**config.mk**
```make
export PLATFORM = sky130hd
export DESIGN_NAME = flag_vector_arbiter
export DESIGN_NICKNAME = d
export VERILOG_FILES = /design/src/rtl/flag_vector_arbiter.sv
export SDC_FILE = /design/constraint.sdc
export NUM_CORES = 1
export LEC_CHECK = 0
export CAP_MARGIN = 10
export CORE_ASPECT_RATIO = 0.8
export CORE_MARGIN = 8
export CORE_UTILIZATION = 45
export DETAILED_ROUTE_END_ITERATION = 16
export PLACE_DENSITY = 0.79
export SYNTH_ARGS = -nofsm -noshare
export SYNTH_HDL_FRONTEND = slang
export SYNTH_SLANG_ARGS = --single-unit
```
**constraint.sdc**
```tcl
create_clock -name clk -period 5.3 [get_ports clk]
set_input_delay 1.325 -clock clk [delete_from_list [all_inputs] [get_ports clk]]
set_output_delay 1.325 -clock clk [all_outputs]
set_load 0.03 [all_outputs]
```
**src/rtl/flag_vector_arbiter.sv**
```systemverilog
// Round-robin arbitrated single-bit writes into a shared flag vector, plus a clear-all sweep.
// Grant, error and flag update are all registered at the edge that samples the request.
// Requesters hold req until granted; req is ignored while the clear sweep runs (busy=1).
// Optional feature macro: FLAG_PARITY_EN adds a registered parity output (^flags).
module flag_vector_arbiter #(
   parameter int WIDTH = 6,
   parameter int NREQ  = 3
) (
   input  logic                              clk,
   input  logic                              rst_n,
   input  logic [NREQ-1:0]                   req,
   input  logic [NREQ*$clog2(WIDTH)-1:0]     req_idx,
   input  logic [NREQ-1:0]                   req_val,
   output logic [NREQ-1:0]                   gnt,
   output logic                              err,
   input  logic                              clr_all,
   output logic                              busy,
`ifdef FLAG_PARITY_EN
   output logic                              parity,
`endif
   output logic [WIDTH-1:0]                  flags
);

   localparam int IDXW = $clog2(WIDTH);
   localparam int PW   = (NREQ > 1) ? $clog2(NREQ) : 1;

   typedef enum logic {IDLE = 1'b0, CLEAR = 1'b1} state_t;

   state_t            state, state_nxt;
   logic [PW-1:0]     rr_ptr;
   logic [IDXW-1:0]   sweep_idx;
   logic [NREQ-1:0]   eff_req;
   logic              win_vld;
   logic [PW-1:0]     win;
   logic [IDXW-1:0]   win_idx;
   logic              grant_fire;
   logic              idx_bad;
   logic [WIDTH-1:0]  flags_nxt;
   int                cand;

   // A requester still holding req during its own gnt cycle is not re-requesting.
   assign eff_req = req & ~gnt;

   // Round-robin search from rr_ptr; descending loop so the nearest candidate wins.
   always_comb begin
      win_vld = 1'b0;
      win     = '0;
      cand    = 0;
      for (int k = NREQ - 1; k >= 0; k--) begin
         cand = (int'(rr_ptr) + k) % NREQ;
         if (eff_req[cand]) begin
            win_vld = 1'b1;
            win     = PW'(cand);
         end
      end
   end

   assign win_idx    = req_idx[int'(win)*IDXW +: IDXW];
   assign grant_fire = (state == IDLE) && !clr_all && win_vld;
   assign idx_bad    = int'(win_idx) >= WIDTH;

   // Next flag vector: one granted write in IDLE, or one swept bit in CLEAR.
   always_comb begin
      flags_nxt = flags;
      if (grant_fire && !idx_bad)
         flags_nxt[win_idx] = req_val[win];
      if (state == CLEAR)
         flags_nxt[sweep_idx] = 1'b0;
   end

   // State register.
   always_ff @(posedge clk or negedge rst_n) begin
      if (!rst_n) state <= IDLE;
      else        state <= state_nxt;
   end

   // Next-state: clr_all starts a sweep; sweep ends after the last bit index.
   always_comb begin
      state_nxt = state;
      case (state)
         IDLE:    if (clr_all) state_nxt = CLEAR;
         CLEAR:   if (int'(sweep_idx) == WIDTH - 1) state_nxt = IDLE;
         default: state_nxt = IDLE;
      endcase
   end

   // FSM output: busy for the whole sweep.
   always_comb begin
      busy = (state == CLEAR);
   end

   // Datapath registers: flags, grant pulse, error pulse, pointer and sweep index.
   always_ff @(posedge clk or negedge rst_n) begin
      if (!rst_n) begin
         flags     <= '0;
         gnt       <= '0;
         err       <= 1'b0;
         rr_ptr    <= '0;
         sweep_idx <= '0;
      end else begin
         flags <= flags_nxt;
         gnt   <= grant_fire ? (NREQ'(1) << win) : '0;
         err   <= grant_fire && idx_bad;
         if (grant_fire)
            rr_ptr <= PW'((int'(win) + 1) % NREQ);
         if (state == IDLE && clr_all)
            sweep_idx <= '0;
         else if (state == CLEAR)
            sweep_idx <= sweep_idx + 1'b1;
      end
   end

`ifdef FLAG_PARITY_EN
   // Parity tracks the flags register on the same edge.
   always_ff @(posedge clk or negedge rst_n) begin
      if (!rst_n) parity <= 1'b0;
      else        parity <= ^flags_nxt;
   end
`endif

endmodule

```
==> run_summary.xml, run 1 <==
<?xml version="1.0" encoding="UTF-8"?>
<metrics>
  <group name="cts">
    <metric name="worst_setup_hold_path_clk_slew" unit="ps">90</metric>
    <metric name="tritoncts_clock_tree" unit="">yes</metric>
    <metric name="clock_insertion_delay_worst_skew" unit="ps">280</metric>
    <metric name="number_of_buffers_created_by_cts" unit="">3</metric>
    <metric name="ctsResizeCount" unit="">0</metric>
    <metric name="cts-root-to-sink-buffers" unit="">2</metric>
    <metric name="clock-sinks" unit="">16</metric>
    <metric name="ctsHtreeMaxLevel" unit="">1</metric>
    <metric name="cts_post_setup_buffers_inserted" unit="">0</metric>
    <metric name="root_buffer" unit="">sky130_fd_sc_hd__clkbuf_4</metric>
    <metric name="cts.hold.buffers_added" unit="">0</metric>
  </group>
  <group name="grt">
    <metric name="grt_start_max_net_pins" unit="">17</metric>
    <metric name="globalRoute.totalOverflow" unit="">0</metric>
    <metric name="via_count_of_the_first_global_routing_pass" unit="">1011</metric>
    <metric name="grt_first_pass_wirelength" unit="um">4830</metric>
    <metric name="track_usage" unit="%">13.0</metric>
    <metric name="grt_antenna_before_repair" unit="">0</metric>
  </group>
  <group name="layout">
    <metric name="post_layout_nonfiller_instances" unit="">179</metric>
    <metric name="multi_input_logic_area" unit="sq um">752</metric>
    <metric name="insertedDiodeCount" unit="">0</metric>
    <metric name="fillCellCount" unit="">199</metric>
    <metric name="layout-drive-gt1-share" unit="%">16.1</metric>
    <metric name="finalNetCount" unit="">168</metric>
    <metric name="syn_to_final_growth" unit="%">27.6</metric>
    <metric name="layout.area.seq" unit="sq um">400</metric>
    <metric name="finalCoreUtilization" unit="%">61.7</metric>
  </group>
  <group name="yosys">
    <metric name="synth-adder-area-share" unit="%">8.07</metric>
    <metric name="synth_top_area_cell" unit="">sky130_fd_sc_hd__dfrtp_1</metric>
    <metric name="synth-xor-area-share" unit="%">0.725</metric>
    <metric name="post_synth_inst_count" unit="">116</metric>
    <metric name="post-synth-top-area-fraction" unit="%">33.1</metric>
    <metric name="main_combinational_cell_family_by_area_after_synthesis" unit="">simple AND/OR/NAND/NOR gates</metric>
    <metric name="synth-seq-cells" unit="">16</metric>
    <metric name="netlist_top_cells_area" unit="">sky130_fd_sc_hd__dfrtp_1, sky130_fd_sc_hd__ha_1, sky130_fd_sc_hd__mux2i_1, sky130_fd_sc_hd__nand2_1, sky130_fd_sc_hd__o31ai_4</metric>
    <metric name="count_of_different_cell_masters_after_synthesis" unit="">48</metric>
    <metric name="syn_avg_cell_area" unit="sq um">10.4</metric>
    <metric name="synth_compound_gate_area_share" unit="%">21.9</metric>
    <metric name="synth-seq-area-share" unit="%">33.1</metric>
    <metric name="synth.area.mux_share" unit="%">6.83</metric>
    <metric name="ys_warns" unit="">0</metric>
    <metric name="async_flop_share" unit="%">100</metric>
    <metric name="mappedNetlistNets" unit="">140</metric>
    <metric name="netlist_area" unit="sq um">1210</metric>
    <metric name="synthFlopType" unit="">sky130_fd_sc_hd__dfrtp_1</metric>
    <metric name="synth_enable_flop_cells" unit="">0</metric>
    <metric name="synthSimpleGateAreaFrac" unit="%">24.6</metric>
  </group>
  <group name="status">
    <metric name="run_status" unit="">complete, no violations</metric>
  </group>
  <group name="power_and_ir_drop">
    <metric name="p_per_cell_area" unit="nW/um^2">516</metric>
    <metric name="worst_ir_drop_vdd" unit="mV">0.342</metric>
    <metric name="static-leakage-power" unit="nW">0.630</metric>
  </group>
  <group name="timing">
    <metric name="setup_viol" unit="">0</metric>
    <metric name="final.setup_skew" unit="ps">2.86</metric>
    <metric name="fin_worst_hold_slack" unit="ps">542</metric>
    <metric name="layout_min_cycle_time" unit="ps">3580</metric>
    <metric name="fin_setup_tns" unit="ps">0</metric>
    <metric name="worst_slew_pin_slew" unit="ps">717</metric>
    <metric name="timing.final.hold_violations" unit="">0</metric>
    <metric name="grt_setup_unrepaired" unit="">false</metric>
    <metric name="timing.slew.headroom" unit="%">52.0</metric>
    <metric name="final_min_period_over_clock_period" unit="%">67.6</metric>
    <metric name="maxClockFrequency" unit="MHz">279</metric>
    <metric name="timing_max_transition_violations_final" unit="">0</metric>
    <metric name="setup_ws" unit="ps">1720</metric>
  </group>
  <group name="critical_path">
    <metric name="cp_data_required_time" unit="ps">5500</metric>
    <metric name="critPathArrivalTime" unit="ps">3790</metric>
    <metric name="cp-end-kind" unit="">flop</metric>
    <metric name="setup.worst_path.start_class" unit="">primary input</metric>
    <metric name="timing.critical_path.fanout_max" unit="">14</metric>
    <metric name="critical_path_class" unit="">in -&gt; reg</metric>
  </group>
  <group name="floorplan">
    <metric name="fp.dieH" unit="um">62.4</metric>
    <metric name="std_cell_rows" unit="">16</metric>
    <metric name="io_pins" unit="">29</metric>
    <metric name="core_outline_area" unit="sq um">2500</metric>
    <metric name="floorplan.initialDensity" unit="%">48.3</metric>
    <metric name="die_w" unit="um">73.9</metric>
    <metric name="die_area" unit="sq um">4610</metric>
  </group>
  <group name="placement">
    <metric name="dp_slack" unit="ps">1440</metric>
    <metric name="globalplace.congestion" unit="">0.878</metric>
    <metric name="dpl.hpwl" unit="um">2250</metric>
    <metric name="port_buffers" unit="">28</metric>
    <metric name="placed_cell_count" unit="">175</metric>
  </group>
  <group name="routing">
    <metric name="wl_cell" unit="um">15.8</metric>
    <metric name="antenna_violating_nets_post_route" unit="">0</metric>
    <metric name="detail_route.vias_per_cell" unit="">5.47</metric>
    <metric name="wl" unit="um">2830</metric>
    <metric name="drt_first_pass_iters" unit="">4</metric>
    <metric name="detail_route.drc_violations" unit="">0</metric>
    <metric name="initialDrtViolationCount" unit="">94</metric>
    <metric name="route.vias.total" unit="">980</metric>
  </group>
  <group name="worst_hold_path">
    <metric name="holdCritPathClass" unit="">reg -&gt; reg</metric>
  </group>
  <group name="flow_run">
    <metric name="timing.max_cap.violations" unit="">0</metric>
  </group>
</metrics>
==> sequential cells by signal (all words and copies together) (netlist names) <==
name,count
flags,6
rr_ptr,2
busy,1
err,1
sweep_idx,3
gnt,3
==> through the flow <==
step | power, mW | cell area [sq um]
6_report | 0.797 | 1540
5_1_grt | 0.859 | 1540
4_1_cts | 0.798 | 1540
3_5_place_dp | 0.714 | 1510
3_3_place_gp | 0.700 | 1510
2_1_floorplan | 0.590 | 1210
==> critical path: stages <==
cell,delay (ps)
sky130_fd_sc_hd__clkdlybuf4s50_1,490
sky130_fd_sc_hd__nor2b_4,230
sky130_fd_sc_hd__nor2_1,90
sky130_fd_sc_hd__maj3_2,340
sky130_fd_sc_hd__a2111oi_4,690
sky130_fd_sc_hd__nor4b_1,370
sky130_fd_sc_hd__mux2i_1,250
==> cells by family after synthesis <==
group	after synthesis
AO/OA/AOI/OAI	25
XOR/XNOR	1
adder cells (fa/ha/maj)	8
buffers and inverters	12
flip-flops	16
multiplexers	8
AND/OR/NAND/NOR	46
==> power breakdown <==
group	internal, mW	switching, mW	leakage [nW]
Combinational	0.208	0.290	0.401
Clock	0.0418	0.0386	0.0210
Sequential	0.167	0.0515	0.209
==> final timing paths <==
path,slack [ps],cells after the start,startpoint,end
worst max register to register,2650,7,rr_ptr[1]$_DFFE_PN0P_,flags[5]$_DFF_PN0_
min in group asynchronous,1460,1,rst_n,flags[2]$_DFF_PN0_
worst min register to register,540,2,flags[0]$_DFF_PN0_,flags[0]$_DFF_PN0_
max in group asynchronous,3390,1,rst_n,rr_ptr[1]$_DFFE_PN0P_
worst min-delay path,540,2,flags[0]$_DFF_PN0_,flags[0]$_DFF_PN0_
worst max-delay path,1720,7,req[1],flags[5]$_DFF_PN0_
==> cell usage in the layout (no fill, tap or decap), types with 3 or more instances in the layout <==
cell	netlist	routed
sky130_fd_sc_hd__o21ai_0	3	3
sky130_fd_sc_hd__clkdlybuf4s50_1	0	28
sky130_fd_sc_hd__nor2_1	4	4
sky130_fd_sc_hd__inv_1	5	5
sky130_fd_sc_hd__and2_1	4	4
sky130_fd_sc_hd__clkbuf_4	0	3
sky130_fd_sc_hd__ha_1	6	6
sky130_fd_sc_hd__nor3_1	3	3
sky130_fd_sc_hd__mux2i_1	6	6
sky130_fd_sc_hd__dfrtp_1	16	16
sky130_fd_sc_hd__nand3_1	4	4
sky130_fd_sc_hd__nand2_1	13	13
==> metal layers <==
metal  wire, um  vias up  track usage (%)
li1           -      480                -
met1       1340      467             17.3
met2       1270       27             18.8
met3        173        6             4.97
met4         44        0             3.73
met5          0        -                0
==> synthesized netlist by cell type, drive strengths merged, types with 2 or more instances <==
library cell and n:
ha 6, a31oi 2, mux2i 6, nor3 4, o31a 2, dfrtp 16
o31ai 3, buf 3, inv 7, nand2 13, or2b 2, mux2 2
clkbuf 2, nor2 4, nand4b 2, nand2b 3, o2111ai 2, and2 4
maj3 2, o211ai 3, nor2b 4, o21ai 6, nand3 4
==> area by class of cell <==
type	instances	area share, %
Clock buffer	4	2.35
Inverter	7	1.87
Multi-Input combinational cell	88	48.7
Sequential cell	16	26.0
Tap cell	36	2.92
Timing Repair Buffer	28	18.2
No activity file was read; power rests on OpenSTA's default activity.
==> inputs of run 2 (changes only) <==
Settings changed: CORE_UTILIZATION 45 to 44, PLACE_DENSITY 0.79 to 0.8.
Clock period 5.3 ns to 3.2 ns, I/O delays scaled along.
==> run 2 against run 1 <==
Effect of this change: final area up 1.1%; first-iteration DRC count down 55%; worst setup slack worse by 1300 ps; combinational power up 71%; critical path depth unchanged; largest cell class unchanged; largest power group unchanged.
==> run_summary.xml, run 2 (synthesis results as in run 1) <==
<?xml version="1.0" encoding="UTF-8"?>
<metrics>
  <group name="layout">
    <metric name="insertedDiodeCount" unit="">0</metric>
    <metric name="reg.largest.list" unit="">flags: 6 flops, gnt: 3 flops, sweep_idx: 3 flops</metric>
    <metric name="finalCoreUtilization" unit="%">58.2</metric>
    <metric name="final_cell_mix" unit="">sky130_fd_sc_hd__clkdlybuf4s50_1, sky130_fd_sc_hd__dfrtp_1, sky130_fd_sc_hd__nand2_1</metric>
    <metric name="flip_flop_count_of_the_largest_register_all_copies_and_words_added" unit="">6</metric>
    <metric name="multi_input_logic_area" unit="sq um">752</metric>
    <metric name="post_layout_nonfiller_instances" unit="">183</metric>
    <metric name="syn_to_final_growth" unit="%">29.1</metric>
    <metric name="layout.area.seq" unit="sq um">400</metric>
    <metric name="layout-drive-gt1-share" unit="%">17.2</metric>
    <metric name="fillCellCount" unit="">257</metric>
    <metric name="max_flop_register" unit="">flags</metric>
    <metric name="finalNetCount" unit="">170</metric>
    <metric name="final_cell_area_excluding_filler_cells" unit="sq um">1560</metric>
    <metric name="final_common_cell" unit="">sky130_fd_sc_hd__clkdlybuf4s50_1</metric>
  </group>
  <group name="grt">
    <metric name="grt_first_pass_wirelength" unit="um">4850</metric>
    <metric name="grt_antenna_before_repair" unit="">0</metric>
    <metric name="track_usage" unit="%">13.0</metric>
    <metric name="via_count_of_the_first_global_routing_pass" unit="">1044</metric>
    <metric name="grt_start_max_net_pins" unit="">17</metric>
    <metric name="globalRoute.totalOverflow" unit="">0</metric>
  </group>
  <group name="power_and_ir_drop">
    <metric name="p_per_cell_area" unit="nW/um^2">859</metric>
    <metric name="totalPowerFinal" unit="mW">1.34</metric>
    <metric name="worst_ir_drop_vdd" unit="mV">0.402</metric>
    <metric name="static-leakage-power" unit="nW">0.641</metric>
  </group>
  <group name="timing">
    <metric name="grt_setup_unrepaired" unit="">false</metric>
    <metric name="final.setup_skew" unit="ps">0.787</metric>
    <metric name="maxClockFrequency" unit="MHz">357</metric>
    <metric name="fin_worst_hold_slack" unit="ps">535</metric>
    <metric name="fin_setup_tns" unit="ps">0</metric>
    <metric name="final_min_period_over_clock_period" unit="%">87.5</metric>
    <metric name="layout_min_cycle_time" unit="ps">2800</metric>
    <metric name="timing.final.hold_violations" unit="">0</metric>
    <metric name="timing_max_transition_violations_final" unit="">0</metric>
    <metric name="timing.slew.headroom" unit="%">52.0</metric>
    <metric name="worst_slew_pin_slew" unit="ps">718</metric>
    <metric name="setup_viol" unit="">0</metric>
    <metric name="setup_ws" unit="ps">400</metric>
  </group>
  <group name="cts">
    <metric name="number_of_buffers_created_by_cts" unit="">3</metric>
    <metric name="clock_insertion_delay_worst_skew" unit="ps">290</metric>
    <metric name="cts_post_setup_buffers_inserted" unit="">0</metric>
    <metric name="ctsHtreeMaxLevel" unit="">1</metric>
    <metric name="ctsResizeCount" unit="">0</metric>
    <metric name="cts.hold.buffers_added" unit="">0</metric>
    <metric name="root_buffer" unit="">sky130_fd_sc_hd__clkbuf_4</metric>
    <metric name="worst_setup_hold_path_clk_slew" unit="ps">90</metric>
    <metric name="clock-sinks" unit="">16</metric>
    <metric name="cts-root-to-sink-buffers" unit="">2</metric>
    <metric name="tritoncts_clock_tree" unit="">yes</metric>
  </group>
  <group name="floorplan">
    <metric name="fp.dieH" unit="um">62.9</metric>
    <metric name="core_outline_area" unit="sq um">2680</metric>
    <metric name="die_area" unit="sq um">4690</metric>
    <metric name="die_w" unit="um">74.6</metric>
    <metric name="floorplan.initialDensity" unit="%">45.1</metric>
    <metric name="io_pins" unit="">29</metric>
    <metric name="std_cell_rows" unit="">17</metric>
  </group>
  <group name="critical_path">
    <metric name="critical_path_class" unit="">in -&gt; reg</metric>
    <metric name="critPathArrivalTime" unit="ps">3020</metric>
    <metric name="cp_data_required_time" unit="ps">3420</metric>
    <metric name="timing.critical_path.fanout_max" unit="">7</metric>
    <metric name="cp-end-kind" unit="">flop</metric>
    <metric name="setup.worst_path.start_class" unit="">primary input</metric>
  </group>
  <group name="status">
    <metric name="run_status" unit="">complete, no violations</metric>
  </group>
  <group name="routing">
    <metric name="initialDrtViolationCount" unit="">42</metric>
    <metric name="wl" unit="um">2720</metric>
    <metric name="detail_route.vias_per_cell" unit="">5.29</metric>
    <metric name="drt_first_pass_iters" unit="">4</metric>
    <metric name="route.vias.total" unit="">968</metric>
    <metric name="detail_route.drc_violations" unit="">0</metric>
    <metric name="wl_cell" unit="um">14.9</metric>
    <metric name="antenna_violating_nets_post_route" unit="">0</metric>
  </group>
  <group name="placement">
    <metric name="port_buffers" unit="">28</metric>
    <metric name="dpl-instance-area" unit="sq um">1520</metric>
    <metric name="dpl.hpwl" unit="um">2170</metric>
    <metric name="globalplace.congestion" unit="">0.915</metric>
    <metric name="dp_slack" unit="ps">104</metric>
    <metric name="placed_cell_count" unit="">179</metric>
  </group>
  <group name="worst_hold_path">
    <metric name="holdCritPathClass" unit="">reg -&gt; reg</metric>
  </group>
  <group name="flow_run">
    <metric name="timing.max_cap.violations" unit="">0</metric>
  </group>
</metrics>
==> run 2: changes by cell type in the layout (fill, tap and decap cells not counted) <==
cell	delta
sky130_fd_sc_hd__buf_4	+2
==> run 2: layout make-up <==
cell class              count  share of cell area [%]
multi-input cells          88                    48.2
flip-flops and latches     16                    25.7
repair buffers             30                    18.9
well taps                  38                    3.05
clock buffers               4                    2.33
inverters                   7                    1.84
==> run 2: worst max-delay path, cell delays in order <==
cell and delay, ps:
sky130_fd_sc_hd__clkdlybuf4s50_1 470, sky130_fd_sc_hd__nor2b_4 220, sky130_fd_sc_hd__nor2_1 90, sky130_fd_sc_hd__maj3_2 340
sky130_fd_sc_hd__a2111oi_4 500, sky130_fd_sc_hd__nor4b_1 360, sky130_fd_sc_hd__mux2i_1 230
==> run 2: report_power, final <==
part / internal [mW] / switching [mW]
logic: 0.363 / 0.489
registers: 0.276 / 0.0770
clock network: 0.0693 / 0.0654
total: 0.708 / 0.632
==> run 2: per-layer routing <==
layer / vias up / part of all wire [%] / GRT usage (%)
li1: 486 / - / -
met1: 454 / 44 / 15.7
met2: 24 / 46 / 19.8
met3: 4 / 8.6 / 4.97
met4: 0 / 1.2 / 5.12
met5: - / 0 / 0
==> run 2: worst paths after layout <==
| check | startpoint | end | slack [ps] | cells after the start |
|---|---|---|---|---|
| max in group asynchronous | rst_n | busy$_DFF_PN0_ | 1820 | 1 |
| worst min-delay path | flags[1]$_DFF_PN0_ | flags[1]$_DFF_PN0_ | 530 | 2 |
| worst max-delay path | req[2] | flags[5]$_DFF_PN0_ | 400 | 7 |
| worst min register to register | flags[1]$_DFF_PN0_ | flags[1]$_DFF_PN0_ | 530 | 2 |
| worst max register to register | rr_ptr[1]$_DFFE_PN0P_ | flags[5]$_DFF_PN0_ | 640 | 8 |
| min in group asynchronous | rst_n | flags[2]$_DFF_PN0_ | 930 | 1 |
